--- config.mk ---
export PLATFORM = sky130hd
export DESIGN_NAME = uart_tx_fifo
export DESIGN_NICKNAME = d
export VERILOG_FILES = /design/src/rtl/uart_tx_fifo.sv
export SDC_FILE = /design/constraint.sdc
export NUM_CORES = 1
export LEC_CHECK = 0
export BUFFER_PORTS_ARGS = -buffer_cell sky130_fd_sc_hd__buf_2
export CORE_UTILIZATION = 47
export CTS_CLUSTER_DIAMETER = 200
export CTS_CLUSTER_SIZE = 30
export DETAILED_ROUTE_END_ITERATION = 6
export GPL_ROUTABILITY_DRIVEN = 0
export PLACE_DENSITY = 0.71
export REMOVE_ABC_BUFFERS = 1
export SETUP_SLACK_MARGIN = 0.5
export SLEW_MARGIN = 20
export SYNTH_ARGS = -nofsm -noshare
export SYNTH_HDL_FRONTEND = slang
export SYNTH_SLANG_ARGS = --single-unit
--- constraint.sdc ---
create_clock -name clk -period 3.8 [get_ports clk]
set_input_delay 0.76 -clock clk [delete_from_list [all_inputs] [get_ports clk]]
set_output_delay 0.76 -clock clk [all_outputs]
set_load 0.05 [all_outputs]
--- src/rtl/uart_tx_fifo.sv ---
// Byte FIFO between a bus data-register write decode and a UART transmitter.
// Queued bytes are launched one at a time with a single-cycle write strobe; a lost launch is recovered by timeout.
module uart_tx_fifo #(
    parameter int DEPTH        = 16,
    parameter int BUSY_TIMEOUT = 4
) (
    input  logic                     clk,
    input  logic                     reset_i,
    input  logic                     wr_i,
    input  logic [7:0]               data_i,
    output logic                     full_o,
    output logic                     empty_o,
    output logic [$clog2(DEPTH):0]   level_o,
    output logic                     overflow_o,
    input  logic                     clr_ovf_i,
    output logic                     uart_wr_o,
    output logic [7:0]               uart_data_o,
    input  logic                     uart_busy_i
);

    localparam int AW = $clog2(DEPTH);
    localparam int TW = $clog2(BUSY_TIMEOUT + 1);

    localparam logic [AW:0]   PTR_ONE  = (AW + 1)'(1);
    localparam logic [TW-1:0] TMO_ONE  = TW'(1);
    localparam logic [TW-1:0] TMO_LAST = TW'(BUSY_TIMEOUT - 1);

    typedef enum logic [1:0] {
        IDLE,
        WAIT_BUSY,
        WAIT_DONE
    } state_t;

    logic [7:0]    mem [DEPTH];
    logic [AW:0]   wr_ptr;
    logic [AW:0]   rd_ptr;
    logic [TW-1:0] tmo_cnt;
    state_t        state;
    state_t        state_nxt;
    logic          launch;
    logic          push;
    logic          drop;

    // The extra pointer MSB tells a full buffer from an empty one when the indices match.
    assign level_o = wr_ptr - rd_ptr;
    assign empty_o = (wr_ptr == rd_ptr);
    assign full_o  = (wr_ptr[AW] != rd_ptr[AW]) && (wr_ptr[AW-1:0] == rd_ptr[AW-1:0]);

    // A pop in the same cycle frees the slot, so a push into a full FIFO is still taken.
    assign push = wr_i && (!full_o || launch);
    assign drop = wr_i && full_o && !launch;

    // NOTE: sequential state is assigned with <= so every register samples pre-edge values.
    always_ff @(posedge clk or negedge reset_i) begin
        if (!reset_i) begin
            wr_ptr <= '0;
            rd_ptr <= '0;
        end else begin
            if (push)   wr_ptr <= wr_ptr + PTR_ONE;
            if (launch) rd_ptr <= rd_ptr + PTR_ONE;
        end
    end

    // NOTE: the storage array has no reset; the pointers alone define which entries are valid.
    always_ff @(posedge clk) begin
        if (push) mem[wr_ptr[AW-1:0]] <= data_i;
    end

    always_ff @(posedge clk or negedge reset_i) begin
        if (!reset_i)       overflow_o <= 1'b0;
        else if (drop)      overflow_o <= 1'b1;
        else if (clr_ovf_i) overflow_o <= 1'b0;
    end

    always_ff @(posedge clk or negedge reset_i) begin
        if (!reset_i)                tmo_cnt <= '0;
        else if (state != WAIT_BUSY) tmo_cnt <= '0;
        else                         tmo_cnt <= tmo_cnt + TMO_ONE;
    end

    always_ff @(posedge clk or negedge reset_i) begin
        if (!reset_i) state <= IDLE;
        else          state <= state_nxt;
    end

    // NOTE: every combinational output gets a default first so no latch is inferred.
    always_comb begin
        state_nxt = state;
        unique case (state)
            IDLE: begin
                if (launch) state_nxt = WAIT_BUSY;
            end
            WAIT_BUSY: begin
                if (uart_busy_i)              state_nxt = WAIT_DONE;
                else if (tmo_cnt == TMO_LAST) state_nxt = IDLE;
            end
            WAIT_DONE: begin
                if (!uart_busy_i) state_nxt = IDLE;
            end
            default: state_nxt = IDLE;
        endcase
    end

    always_comb begin
        launch = 1'b0;
        if (state == IDLE && !empty_o && !uart_busy_i) launch = 1'b1;
    end

    // The strobe is registered, so it lasts one cycle and the FSM has already left IDLE.
    always_ff @(posedge clk or negedge reset_i) begin
        if (!reset_i) begin
            uart_wr_o   <= 1'b0;
            uart_data_o <= 8'h00;
        end else begin
            uart_wr_o <= launch;
            if (launch) uart_data_o <= mem[rd_ptr[AW-1:0]];
        end
    end

endmodule

# Word-level counts from Yosys, hierarchy flattened

Memory sizes are Yosys's and may differ from the RTL's. A register that Yosys moved wholly into a read port is not among the register bits.
Cells that the tools add are included.

Reduce and logical (&&, ||, !) cells: 15
Eq/ne operators: 10
$add $sub $neg: 4
Mux-type cells: 11

Operator list:

| kind                  | number |
|---|---|
| $add A5 B1 Y5 const B | 2 |
| $mux W2               | 4 |
| $logic_and A1 B1 Y1   | 6 |
| $pmux W2 S3           | 1 |
| $eq A5 B5 Y1          | 1 |
| $logic_not A1 Y1      | 5 |
| $mux W1               | 5 |
| $sub A5 B5 Y5         | 1 |
| $eq A4 B4 Y1          | 1 |
| $ne A2 B2 Y1 const B  | 2 |
| $add A3 B1 Y3 const B | 1 |
| $eq A3 B2 Y1 const B  | 1 |
| $mux W3               | 1 |
| $ne A3 B3 Y1 const B  | 1 |
| $reduce_and A3 Y1     | 1 |
| $eq A2 B1 Y1 const B  | 1 |
| $eq A2 B2 Y1 const B  | 1 |
| $logic_not A2 Y1      | 1 |
| $ne A2 B1 Y1 const B  | 1 |
| $reduce_bool A2 Y1    | 1 |
| $logic_or A1 B1 Y1    | 1 |
| $ne A1 B1 Y1          | 1 |

Register bits: 17
Input bits: 13
Memories kept: 1
Logic and storage cells: 47
Memory bits (writable): 128

Memory list:

| name | depth | bits a word | rd ports | clocked after Yosys merged registers in | write ports | RTL line | source |
|---|---|---|---|---|---|---|---|
| mem  | 16    | 8           | 1        | 1                                       | 1           | 34       | `logic [7:0] mem [DEPTH];` |

# Longest topological paths before layout

Gate-level depths: netlist (run 1).

Depth in word-level cells: 9
Mapped depth: 9

# Least setup slack after synthesis (run 1)

OpenSTA, ideal clock, no wires.

Kind: reg-to-output
From: reg wr_ptr[0]
To: out level_o[4]
Data required time: 3.040 ns
Path buffers: 0
Path slack: 0.920 ns
Cell stages (with the launch flop): 8
Arrival: 2.120 ns
Cells stage by stage: dfrtp_1 inv_1 ha_1 fa_1 inv_1 a21o_1 a21oi_1 xnor2_1

Word-level cells in the longest chain between the ends: 1

RTL lines:

| item                     | RTL line | source |
|---|---|---|
| start: declaration       | 35       | `logic [AW:0] wr_ptr;` |
| start signal: assignment | 59       | `if (push) wr_ptr <= wr_ptr + PTR_ONE;` |
| $sub A5 B5 Y5            | 45       | `assign level_o = wr_ptr - rd_ptr;` |
| end: declaration         | 13       | `output logic [$clog2(DEPTH):0] level_o,` |

No other way between the ends.

# Worst setup path after layout (run 1)

From: reg rd_ptr[2]
To: out level_o[4]

Word-level cells in the longest chain between the ends: 1

RTL lines:

| item                     | RTL line | source |
|---|---|---|
| start: declaration       | 36       | `logic [AW:0] rd_ptr;` |
| start signal: assignment | 60       | `if (launch) rd_ptr <= rd_ptr + PTR_ONE;` |
| $sub A5 B5 Y5            | 45       |  |

No other way between the ends.

==> results of run 1 <==
[state kept, by name (all words and copies together) (netlist names)]
signal,cells
tmo_cnt,3
wr_ptr,5
rd_ptr,5
uart_wr_o,1
uart_data_o,8
overflow_o,1
state,2
mem,128
[cells in the mapped netlist, types with 4 or more instances]
library cell / number
o21ai_1: 8
nand2_1: 8
buf_4: 4
nor2_1: 33
inv_1: 14
buf_2: 6
mux4_2: 6
ha_1: 11
mux2i_1: 48
o22ai_1: 16
a221oi_1: 8
nand4_1: 5
nand2b_1: 4
xnor2_1: 11
a31oi_1: 8
edfxtp_1: 128
nor3_1: 5
dfrtp_1: 25
[path summary, 6_finish.rpt]
check	start	to	slack (ns)
max	rd_ptr[2]	level_o[4]	0.63
min	reset_i	overflow_o	0.36
max reg2reg	rd_ptr[2]	mem[13][0]	0.90
min reg2reg	tmo_cnt[0]	tmo_cnt[0]	0.44
max in group asynchronous	reset_i	rd_ptr[0]	2.97
min in group clk	tmo_cnt[0]	tmo_cnt[0]	0.44
[metal layers]
metal / part of all wire / vias to the layer above
li1: - / 1531
met1: 0.40 / 1662
met2: 0.52 / 122
met3: 0.061 / 17
met4: 0.021 / 0
met5: 0 / -
[power by group]
group	switching, W	internal, W
combinational	0.00143	0.000702
clock	0.000632	0.000989
sequential	0.000204	0.00208
[kinds of logic (layout without fill, tap and decap cells)]
group / count (synthesis) / count (layout) / synth area share
AND/OR/NAND/NOR: 62 / 62 / 0.0466
XOR/XNOR: 13 / 13 / 0.0183
adder cells (fa/ha/maj): 12 / 12 / 0.0253
multiplexers: 56 / 56 / 0.107
buffers and inverters: 31 / 81 / 0.0289
flip-flops: 153 / 153 / 0.717
AO/OA/AOI/OAI: 51 / 51 / 0.0564
[through the flow]
| step | setup WS [ns] | area [um2] | hold WS, ns |
|---|---|---|---|
| 3_5_place_dp | 0.828 | 6510 | 0.431 |
| 4_1_cts | 0.582 | 7090 | 0.357 |
| 5_1_grt | 0.511 | 7090 | 0.394 |
| 6_report | 0.629 | 7090 | 0.361 |
| 2_1_floorplan | -0.430 | 6100 | 0.410 |
| 3_3_place_gp | 0.968 | 6510 | 0.421 |
[worst max-delay path, stage by stage, from the launching register on]
cell     delay, ns
dfrtp_1       0.50
inv_1         0.23
ha_1          0.40
a21o_1        0.20
a21oi_1       0.23
xnor2_1       0.14
buf_2         0.28
[layout make-up]
cell class                 instances  area, um2
inverter                          14       52.6
clock buffer                      23        458
fill                             987       5690
tap                              172        215
timing repair buffer              35        190
sequential                       153       4470
multi-input combinational        194       1580
clock inverter                     9        116
==> metrics, run 1 <==
fin crit period=3.17 ns; DP Cell Count=568; CP Class=reg2out; Via density=5.55; Tightest Hold Check Type=in2async; final hold violations=0; Most used DFF post-synth=edfxtp_1; detailed-route DRC error count=0; Clock Path Buffers=2; Max transition margin=0.342; leading cell type in the layout, fill and taps excluded=edfxtp_1; DP HPWL=8610 um; Fmax=0.315 GHz; CTS tree=built; maximum fanout along the worst path=10; htree depth=4; Core Area=0.0128 mm2; yosys warns=0; grt ovf=0; Slew Limit Fails=0; vias in the first global route=3448; syn_area_per_cell=16.5 um2; RSZ-0062 raised after global routing=no; status=completed; maximum resistive drop on vdd=0.448 mV; top-level I/O count=30; Synth area leader=edfxtp_1; Clock Skew=0.00818 ns; Initial Util=0.488; grt met3 use=0.0561; fraction of layout cells with a size suffix above 1=0.171; postcts setup bufs=0; Yosys reg bits=153; area share of the largest cell type after synthesis=0.617; GRT Max-Usage Layer=met2; WP data required=3.04 ns; count of cell types in the netlist=40; cell area after synthesis=0.00623 mm2; gr usage total=0.208; part of the Yosys area used for sequential elements=0.717; Worst-path clk slew=0.06 ns; Clk Latency, worst-skew pair=0.42 ns; first-pass GRT wire length=19700 um; port buffer count=29; Syn Inst Count=378; Worst-Margin Slew=0.987 ns; initial antenna violation count=0; post-synthesis async set-or-reset flop share=0.163; Reg2Reg Depth=6; Core Util, Final=0.555; Total Wirelength=12800 um; Starting DRT DRC Count=365; Hold Buf Count CTS=0; Routed Antenna Nets=0; site row count=41; Avg WL per Cell=21.3 um; area grow syn2layout=13.8%; DR pass1 iterations=4; Post-Layout Cell Count=600; Max Cap Viol=0; period utilisation layout=0.835; power consumption=0.00603 W; Post-CTS Resized=0; main area contributors after synthesis=edfxtp_1, dfrtp_1, mux2i_1; total CTS buffers=17; number of inserted diodes=0; final setup TNS=0 ns; clock sinks=153; CTS root buffer=clkbuf_16; chip height=117 um; Worst EP arrival=2.41 ns; chip width=117 um; largest net degree at the start of global routing=60; Startpoint Class=flip-flop; EDFF count, synth=128; GR Layer Usage met1=0.262; leak pwr=2.58 nW; most frequent cells in the layout=edfxtp_1, mux2i_1, nor2_1, buf_2, dfrtp_1; vias=3332; Crit. End Element=output port; pwr dens=851 mW/mm2; met2 usage=0.335; final setup violation count=0; Final Net Count=440; die area=0.0137 mm2
No activity file was read; power rests on OpenSTA's default activity.
==> run 2, diff against run 1 <==
PLACE_DENSITY = 0.73   (was 0.71)
clock period = 2.9 ns   (was 3.8 ns; I/O delays follow)
==> run 2 against run 1 <==
Non-clock buffer count rose by 23. Hold slack got worse by 0.19 ns. Power up 36%. Global-route usage down 1.5 points. Clock-buffer cell count fell by 6. Wire length fell by 2.1%. Clock power grew 27%. Critical endpoint unchanged. Utilization rose by 1.9 points. Final cell count up 3.8%. Clock skew is essentially flat.
==> metrics, run 2 (synthesized netlist as in run 1, its figures left out) <==
period utilisation layout=0.892; Slew Limit Fails=0; Largest register FFs=128; slowest library cell on the worst path=dfrtp_2; top-level I/O count=30; first-pass GRT wire length=18600 um; Largest stage delay, worst path=0.43 ns; flop2flop setup slack=0.47 ns; vias in the first global route=3309; final hold violations=0; Worst-path clk slew=0.07 ns; site row count=41; CTS tree=built; number of inserted diodes=0; htree depth=4; Fmax=0.387 GHz; maximum resistive drop on vdd=0.702 mV; total CTS buffers=17; sw power=0.00315 W; initial antenna violation count=0; largest net degree at the start of global routing=60; chip height=117 um; grt ovf=0; detailed-route DRC error count=0; DR pass1 iterations=5; RSZ-0062 raised after global routing=yes; most frequent cells in the layout=edfxtp_1, mux2i_1, buf_4, nor2_1, buf_2; P_int=0.00505 W; clock sinks=153; logic gate share of total power=0.395; Reg power frac=0.355; Avg WL per Cell=20.1 um; vias=3482; Final Net Count=463; clock network power share=0.250; Via density=5.59; Clk Latency, worst-skew pair=0.42 ns; Startpoint Class=flip-flop; power consumption=0.00820 W; port buffer count=29; Routed Antenna Nets=0; Core Util, Final=0.573; pwr dens=1120 mW/mm2; WP data required=2.32 ns; maximum fanout along the worst path=2; Hold Buf Count CTS=0; die area=0.0137 mm2; area grow syn2layout=17.6%; chip width=117 um; Clock Skew=0.00802 ns; gr usage total=0.193; CP Class=reg2out; Sw Ratio=0.384; leak pwr=2.69 nW; fraction of layout cells with a size suffix above 1=0.255; leading cell type in the layout, fill and taps excluded=edfxtp_1; Max transition margin=0.316; Core Area=0.0128 mm2; Crit. End Element=output port; Total Wirelength=12500 um; Clock Path Buffers=2; Max Cap Viol=0; Initial Util=0.488; DP HPWL=7780 um; Tightest Hold Check Type=in2async; final setup violation count=0; Worst-Margin Slew=1.03 ns; fin crit period=2.59 ns; Starting DRT DRC Count=298; Reg2Reg Depth=4; Worst EP arrival=2.01 ns; critical path, cell by cell=ha_4, fa_2, inv_2, a21o_1, a21oi_2, xnor2_1, buf_4; CTS root buffer=clkbuf_16; status=completed
run 2: changes by cell type in the layout (fill, tap and decap cells not counted), sizes merged:
cell,change
bufinv,-2
clkinvlp,+1
clkbuf,-6
buf,+23
inv,+6
clkinv,+1
run 2: final timing paths:
check / startpoint / to
worst max-delay path: rd_ptr[0] / level_o[4]
worst min-delay path: reset_i / state[0]
worst max register to register: rd_ptr[0] / uart_data_o[0]
worst min register to register: tmo_cnt[0] / tmo_cnt[0]
max in group asynchronous: reset_i / rd_ptr[2]
min in group clk: uart_busy_i / state[0]
run 2: power by group through the flow:
stage          clock [W]  sequential (W)  combinational (W)
2_1_floorplan          0         0.00331            0.00177
3_3_place_gp           0         0.00295            0.00283
3_5_place_dp           0         0.00296            0.00287
4_1_cts          0.00207         0.00292            0.00313
5_1_grt          0.00217         0.00294            0.00344
6_report         0.00205         0.00291            0.00324
run 2: repair_timing:
| item | CTS | global route |
|---|---|---|
| buffers inserted | 5 | 4 |
| endpoints found under the hold margin | 0 | 0 |
| pin swaps | 5 | 7 |
| resized for setup | 18 | 5 |
| setup endpoints to repair | 134 | 20 |
| gates cloned | 0 | 0 |
run 2: worst max-delay path, delay by kind of cell, from the launching register on:
kind	cells	cell delay, ns
adders and majority gates	2	0.55
DFF	1	0.43
buffers and inverters	2	0.29
AOI/OAI and AO/OA	2	0.18
xor gates and xnor gates	1	0.14
run 2: area by class of cell:
| cell class | instances | area, um2 |
|---|---|---|
| clock buffers | 17 | 425 |
| clock inverters | 15 | 133 |
| fillers | 939 | 5450 |
| inverters | 14 | 56.3 |
| multi-input cells | 194 | 1640 |
| flip-flops and latches | 153 | 4480 |
| well taps | 172 | 215 |
| repair buffers | 58 | 378 |
run 2: per-layer routing:
layer,up-vias,wire length [um],global-route usage
met5,-,0,0
met4,0,231,0.0591
met3,23,588,0.0427
met2,117,6130,0.313
met1,1765,5550,0.263
li1,1577,-,-
run 2: through the flow:
stage	setup TNS [ns]	cells	area (um2)	hold slack (ns)	setup WS, ns
2_1_floorplan	-155.37	361	6100	0.284	-1.27
3_3_place_gp	0	582	6620	0.422	0.470
3_5_place_dp	0	582	6620	0.443	0.334
4_1_cts	0	619	7280	0.186	0.249
5_1_grt	0	623	7320	0.203	0.240
6_report	0	623	7320	0.175	0.313
==> run 3, diff against run 2 <==
CELL_PAD_IN_SITES_DETAIL_PLACEMENT = 1   (was not set)
CELL_PAD_IN_SITES_GLOBAL_PLACEMENT = 1   (was not set)
PLACE_DENSITY = 0.82   (was 0.73)
SLEW_MARGIN = 40   (was 20)
==> run 3 against run 2 <==
Combinational power is 12% higher. Final area rose by 1.5%. Critical path depth is the same. Clock power rose by 5%. Fmax decreased by 1.6%. Hold slack got worse by 0.0067 ns. Critical endpoint unchanged. Largest cell class unchanged.
==> metrics, run 3 (synthesized netlist as in run 1, its figures left out) <==
maximum resistive drop on vdd=0.750 mV; final setup violation count=0; Clk Latency, worst-skew pair=0.42 ns; sw power=0.00325 W; leading cell type in the layout, fill and taps excluded=edfxtp_1; Hold Buf Count CTS=0; vias in the first global route=3816; largest net degree at the start of global routing=60; WP data required=2.32 ns; CTS tree=built; final setup TNS=0 ns; Sw Ratio=0.374; first-pass GRT wire length=22600 um; Crit. End Element=output port; Slew Limit Fails=0; Routed Antenna Nets=0; DR pass1 iterations=4; Clock Path Buffers=2; grt ovf=0; P_int=0.00545 W; gr usage total=0.241; leak pwr=2.74 nW; detailed-route DRC error count=0; Largest register FFs=128; htree depth=4; chip height=117 um; power consumption=0.00869 W; maximum fanout along the worst path=2; RSZ-0062 raised after global routing=yes; area grow syn2layout=19.3%; total CTS buffers=17; port buffer count=29; Worst EP arrival=2.05 ns; clock network power share=0.248; Initial Util=0.488; fin crit period=2.63 ns; Via density=5.64; vias=3552; chip width=117 um; clock sinks=153; status=completed; Avg WL per Cell=23.7 um; Max Cap Viol=0; logic gate share of total power=0.416; Worst-Margin Slew=0.739 ns; Final Net Count=470; Total Wirelength=14900 um; fraction of layout cells with a size suffix above 1=0.251; Worst-path clk slew=0.06 ns; Reg power frac=0.336; Clock Skew=0.00688 ns; pwr dens=1170 mW/mm2; initial antenna violation count=0; Tightest Hold Check Type=in2async; CTS root buffer=clkbuf_16; Starting DRT DRC Count=263; most frequent cells in the layout=edfxtp_1, mux2i_1, buf_4, nor2_1, buf_2; Fmax=0.380 GHz; Max transition margin=0.507; CP Class=reg2out; number of inserted diodes=0; Core Area=0.0128 mm2; die area=0.0137 mm2; site row count=41; Startpoint Class=flip-flop; final hold violations=0; top-level I/O count=30; DP HPWL=9190 um; period utilisation layout=0.907
[run 3: cell types whose count changed in the layout (fill, tap and decap cells not counted), moves of 2 or more]
cell,delta
buf_6,+6
clkbuf_1,+6
clkinv_1,+3
clkinvlp_4,-2
inv_6,-6
inv_8,-2
clkinv_4,-3
bufinv_16,+3
[run 3: worst paths after layout]
| check | to | slack, ns | start | cells past startpoint |
|---|---|---|---|---|
| max in group asynchronous | rd_ptr[0] | 2.27 | reset_i | 1 |
| setup reg to reg | mem[2][4] | 0.50 | rd_ptr[2] | 8 |
| hold reg to reg | tmo_cnt[0] | 0.44 | tmo_cnt[0] | 1 |
| min in group clk | state[0] | 0.34 | uart_busy_i | 2 |
| hold / removal | overflow_o | 0.17 | reset_i | 1 |
| setup / recovery | level_o[4] | 0.27 | rd_ptr[0] | 7 |
[run 3: routing by layer]
layer,GRT usage,part of all wire
met1,0.302,0.40
met2,0.386,0.50
met3,0.0561,0.055
met4,0.140,0.040
met5,0,0
[run 3: area by class of cell]
type                       count  area (um2)
clock inverter                 9         123
clock buffer                  23         448
inverter                      14        56.3
timing repair buffer          65         453
sequential                   153        4480
tap                          172         215
fill                        1158        5340
multi-input combinational    194        1660
[run 3: per-stage QoR]
step	std cells	utilization	cell area, um2	setup WS [ns]	hold slack [ns]
floorplan	361	-	6100	-1.27	0.284
global placement	582	0.518	6620	0.508	0.420
detailed placement	582	0.518	6620	0.314	0.438
CTS	625	0.578	7390	0.270	0.173
global route	630	0.582	7430	0.214	0.198
finish	630	0.582	7430	0.271	0.168
[run 3: critical path, cell delays in order (launching register included)]
cell and delay [ns]:
dfrtp_4 0.48, ha_4 0.17, fa_2 0.36, inv_2 0.06, a21o_1 0.13, a21oi_2 0.06
xnor2_1 0.14, buf_4 0.22
[run 3: what timing repair did]
action | 4_1_cts | 5_1_grt
buffers inserted | 11 | 5
endpoints found under the setup margin | 137 | 6
pin swaps | 8 | 7
gates resized for setup | 26 | 5
[run 3: power by group through the flow]
stage	combinational, W	sequential [W]	clock [W]
floorplan	0.00177	0.00331	0
global placement	0.00287	0.00294	0
detailed placement	0.00295	0.00297	0
CTS	0.00343	0.00291	0.00217
global route	0.00383	0.00294	0.00226
finish	0.00362	0.00292	0.00216
